==> config.mk <==
export PLATFORM = sky130hd
export DESIGN_NAME = regfile_sb
export DESIGN_NICKNAME = d
export VERILOG_FILES = /design/src/rtl/regfile_sb.sv
export SDC_FILE = /design/constraint.sdc
export NUM_CORES = 2
export LEC_CHECK = 0
export CORE_MARGIN = 2
export CORE_UTILIZATION = 45
export CTS_CLUSTER_SIZE = 14
export DETAILED_ROUTE_END_ITERATION = 16
export DONT_BUFFER_PORTS = 1
export HOLD_SLACK_MARGIN = 0.02
export SYNTH_ARGS = -nofsm -noshare
export SYNTH_HDL_FRONTEND = slang
export SYNTH_SLANG_ARGS = --single-unit
==> constraint.sdc <==
create_clock -name clk -period 39 [get_ports clk]
set_clock_uncertainty 0.15 [all_clocks]
set_input_delay 9.75 -clock clk [delete_from_list [all_inputs] [get_ports clk]]
set_output_delay 9.75 -clock clk [all_outputs]
set_load 0.005 [all_outputs]
==> src/rtl/regfile_sb.sv <==
// regfile_sb: MIPS register file with main/link/flag write arbitration, optional
// write-to-read bypass, pending-write scoreboard and saturating dropped-write counter.
module regfile_sb #(
  parameter int DATA_W   = 32,
  parameter int ADDR_W   = 5,
  parameter int LINK_REG = 31,
  parameter int FLAG_REG = 30,
  parameter int BYPASS   = 1,
  parameter int ERRCNT_W = 8
) (
  input  logic                clk,
  input  logic                reset,
  input  logic [ADDR_W-1:0]   ra_addr,
  output logic [DATA_W-1:0]   ra_data,
  output logic                ra_busy,
  input  logic [ADDR_W-1:0]   rb_addr,
  output logic [DATA_W-1:0]   rb_data,
  output logic                rb_busy,
  input  logic                we,
  input  logic [ADDR_W-1:0]   waddr,
  input  logic [DATA_W-1:0]   wdata,
  input  logic                link_we,
  input  logic [DATA_W-1:0]   link_data,
  input  logic                flag_set,
  input  logic                flag_clr,
  input  logic                sb_set,
  input  logic [ADDR_W-1:0]   sb_addr,
  output logic [ERRCNT_W-1:0] err_cnt
);
  localparam int NUM_REGS = 2**ADDR_W;
  localparam logic [ADDR_W-1:0] LINK_A = ADDR_W'(LINK_REG);
  localparam logic [ADDR_W-1:0] FLAG_A = ADDR_W'(FLAG_REG);
  logic [DATA_W-1:0]   r_regs [NUM_REGS];
  logic [NUM_REGS-1:0] r_sb;
  logic [ERRCNT_W-1:0] r_err;
  logic                w_main, w_link, w_flag, w_flag_req;
  logic [1:0]          w_drops;
  logic [ERRCNT_W:0]   w_err_sum;
  logic [DATA_W-1:0]   w_flag_val;
  // Winning sources; reset discards everything in flight so outputs stay zero.
  assign w_flag_req = flag_set | flag_clr;
  assign w_main     = !reset && we && waddr != '0;
  assign w_link     = !reset && link_we && LINK_A != '0 && !(w_main && waddr == LINK_A);
  assign w_flag     = !reset && w_flag_req && FLAG_A != '0 && !(w_main && waddr == FLAG_A)
                      && !(link_we && LINK_A == FLAG_A);
  assign w_flag_val = DATA_W'(flag_set);
  assign w_drops    = 2'(we && waddr == '0) + 2'(link_we && !w_link) + 2'(w_flag_req && !w_flag);
  assign w_err_sum  = {1'b0, r_err} + (ERRCNT_W+1)'(w_drops);
  assign err_cnt    = r_err;
  function automatic logic [DATA_W-1:0] f_rd(input logic [ADDR_W-1:0] a);
    return (a == '0) ? '0 :
           (BYPASS != 0 && w_main && waddr == a) ? wdata :
           (BYPASS != 0 && w_link && LINK_A == a) ? link_data :
           (BYPASS != 0 && w_flag && FLAG_A == a) ? w_flag_val : r_regs[a];
  endfunction
  // A same-cycle main write clears the hazard early unless a new issue re-marks it.
  function automatic logic f_busy(input logic [ADDR_W-1:0] a);
    return a != '0 && r_sb[a] &&
           !(BYPASS != 0 && w_main && waddr == a && !(sb_set && sb_addr == a));
  endfunction
  always_comb begin
    ra_data = f_rd(ra_addr);
    rb_data = f_rd(rb_addr);
    ra_busy = f_busy(ra_addr);
    rb_busy = f_busy(rb_addr);
  end
  always_ff @(posedge clk or posedge reset) begin
    if (reset) begin
      for (int i = 0; i < NUM_REGS; i++) r_regs[i] <= '0;
      r_sb  <= '0;
      r_err <= '0;
    end else begin
      if (w_main) r_regs[waddr] <= wdata;
      if (w_link) r_regs[LINK_A] <= link_data;
      if (w_flag) r_regs[FLAG_A] <= w_flag_val;
      for (int i = 1; i < NUM_REGS; i++)
        r_sb[i] <= (sb_set && sb_addr == ADDR_W'(i)) ? 1'b1 :
                   (w_main && waddr == ADDR_W'(i)) ? 1'b0 : r_sb[i];
      r_err <= w_err_sum[ERRCNT_W] ? '1 : w_err_sum[ERRCNT_W-1:0];
    end
  end
endmodule

==> impl_metrics.yaml <==
outcome:
  outcome: "finished clean"
die:
  rows: 132
  die_area_sq_um: 133000
  core-area_sq_um: 129000
  initial_utilization: 0.453
  chipHeight_um: 365
  io_pins: 165
  dieWidth_um: 365
global_routing:
  grt_pass1_vias: 40400
  grt_max_degree: 272
  antenna_found_initial: 13
  gr-total-overflow: 0
  grt_pass1_wl_um: 305000
  grt.total_usage: 0.320
clocking:
  htreeDepth: 3
  cts-root-buf: "clkbuf_16"
  clkSlewWorstSetupHoldPaths_ps: 60
  hold_buffers: 0
  clock_path_buffers: 3
  cts_setup_buffers: 0
  cts_tree: "yes"
  clkSinkCount: 1063
  cts_buffers: 117
  clock_latency_ps: 740
  post_cts_resized: 0
routing:
  via_per_inst: 6.87
  drt-wirelength-per-cell_um: 35.5
  drtIter0Drc: 4969
  first_pass_iters: 6
  ant_nets: 0
  num_vias: 41400
  drt_wl_total_um: 214000
  drc: 0
timing:
  drv_slew: 0
  max_freq_ghz: 0.0440
  rsz0062_at_grt: "no"
  finalHoldViolations: 0
  min_period_ps: 22720
  tightest_slew_ps: 1230
  timing.final.crit_share: 0.582
  tns_ps: 0
  setup_violations: 0
  timing.slew.headroom: 0.180
cells_and_area:
  fillers: 11200
  fin_nets: 4272
  drive_gt1_frac: 0.410
  design_area_sq_um: 63400
  areaGrowthSynthToFinish_pct: 8.28
synth:
  synth_edf_count: 0
  seq_area_frac_synth: 0.454
  ys.flop_type: "dfrtp_1"
  synth.avg_cell_area_sq_um: 13.1
  synth_nets: 4571
  syn-cell-area_sq_um: 58600
  async_flop_share: 1.00
  synth_warnings: 1
  synth_area_leaders: "dfrtp_1, mux2_2, mux4_2"
  synth_cell_types: 75
  synth_top_area_cell: "dfrtp_1"
  synth-seq-cells: 1063
  netlist_instances: 4476
  synthDominantCellAreaShare: 0.454
pwr:
  power_density_nw_per_um2: 46.8
  p_leak_uw: 0.0279
  vdd_ir_drop_max_uv: 36.7
placement:
  place_hpwl_um: 121000
  io_buffers: 0
  gp_congestion: 0.857
  postPlaceCellArea_sq_um: 59400
job:
  drv_cap: 0
hold_path:
  hp-class: "flip-flop to flip-flop"
  hold_start: "r_regs[1010]"
setup_path:
  cp.required_ps: 29100
  crit_type: "primary input to primary output"
  critPathLaunch: "link_we"
  cp-end-kind: "primary output"
  crit_arrival_ps: 12820
  worst_setup_path_start_kind: "primary input"
  crit_fanout: 34
  reg2reg_from: "err_cnt[0]"
==> cell families (layout without fill, tap and decap cells) <==
| group | after synthesis | in the layout | synth area share |
|---|---|---|---|
| other | 0 | 11 | 0 |
| adder cells (fa/ha/maj) | 4 | 4 | 0.00111 |
| AO/OA/AOI/OAI | 655 | 655 | 0.0742 |
| XOR/XNOR | 23 | 23 | 0.00344 |
| AND/OR/NAND/NOR | 545 | 545 | 0.0454 |
| multiplexers | 1665 | 1665 | 0.383 |
| flip-flops | 1063 | 1063 | 0.454 |
| buffers and inverters | 521 | 317 | 0.0392 |
==> metal layers <==
metal	routed length, um	part of all wire	GRT usage
met1	86200	0.40	0.440
met2	94300	0.44	0.471
met3	24100	0.11	0.0947
met4	9400	0.044	0.135
met5	13	0.000061	0.00254
==> worst max-delay path: stages <==
cell	delay, ps
nor2b_4	140
buf_4	740
and3_2	1160
a221oi_1	250
a31oi_1	730
==> power by group <==
part / leakage (uW) / total [uW] / internal, uW / switching, uW
sequential: 0.0140 / 1360 / 1250 / 110
clock: 0.00197 / 1160 / 674 / 485
combinational: 0.0119 / 454 / 264 / 190
total: 0.0279 / 2970 / 2190 / 785
==> Yosys cell counts (22+ instances only) <==
cell type,n
a211oi_1,24
a21oi_1,42
a221oi_1,74
a22oi_1,56
a31oi_1,42
buf_1,41
buf_2,136
buf_4,29
clkbuf_1,287
dfrtp_1,1063
mux2_2,1035
mux2i_1,263
mux4_2,355
nand2_1,209
nand3_1,72
nor2_1,90
nor2b_1,35
nor4_1,22
o21ai_0,174
o22ai_1,156
==> registers in the layout, summed over array words and instances (netlist names) <==
signal / cells
r_sb: 31
r_regs: 1024
err_cnt: 8
==> metrics by stage <==
stage / util / worst slack, ps / std cells / power, uW / hold slack (ps)
after CTS: 0.490 / 16350 / 6013 / 2970 / 251
after global placement: 0.459 / 16400 / 5799 / 1810 / 228
after floorplan: - / 11380 / 4476 / 1730 / 291
after detailed placement: 0.459 / 16370 / 5799 / 1820 / 237
after global routing: 0.490 / 16170 / 6020 / 3070 / 260
final: 0.491 / 16280 / 6025 / 2970 / 245
==> cell usage in the layout (no fill, tap or decap), drive strengths merged, types with 10 or more instances in the layout <==
master,synthesis,layout
a2111oi,11,11
a211oi,24,24
a21oi,42,42
a221o,10,10
a221oi,74,74
a22o,10,10
a22oi,56,56
a31oi,42,42
and3,15,15
buf,214,82
clkbuf,287,181
clkinv,1,22
dfrtp,1063,1063
diode,0,11
inv,19,21
mux2,1047,1047
mux2i,263,263
mux4,355,355
nand2,209,209
nand2b,17,17
nand3,72,72
nand4,12,12
nor2,93,93
nor2b,35,35
nor3,16,16
nor4,23,23
o21ai,178,178
o221a,11,11
o22ai,156,156
or2,13,13
xnor2,12,12
xor2,11,11
==> path summary, 6_finish.rpt <==
check	to	slack, ps	depth (start not counted)
max	rb_data[26]	16280	5
min in group asynchronous	r_regs[509]	8730	1
min	r_regs[1010]	250	0
max in group asynchronous	r_regs[912]	24660	7
max reg2reg	err_cnt[5]	36580	9
min reg2reg	r_regs[1010]	250	0
==> layout make-up <==
| cell class | instances | area, sq um | area share |
|---|---|---|---|
| Antenna cell | 11 | 27.5 | 0.000434 |
| Timing Repair Buffer | 83 | 646 | 0.0102 |
| Tap cell | 1742 | 2180 | 0.0344 |
| Multi-Input combinational cell | 2892 | 29900 | 0.472 |
| Clock buffer | 180 | 3570 | 0.0562 |
| Clock inverter | 34 | 423 | 0.00667 |
| Sequential cell | 1063 | 26600 | 0.419 |
| Inverter | 20 | 78.8 | 0.00124 |
No activity file was read; power rests on OpenSTA's default activity.
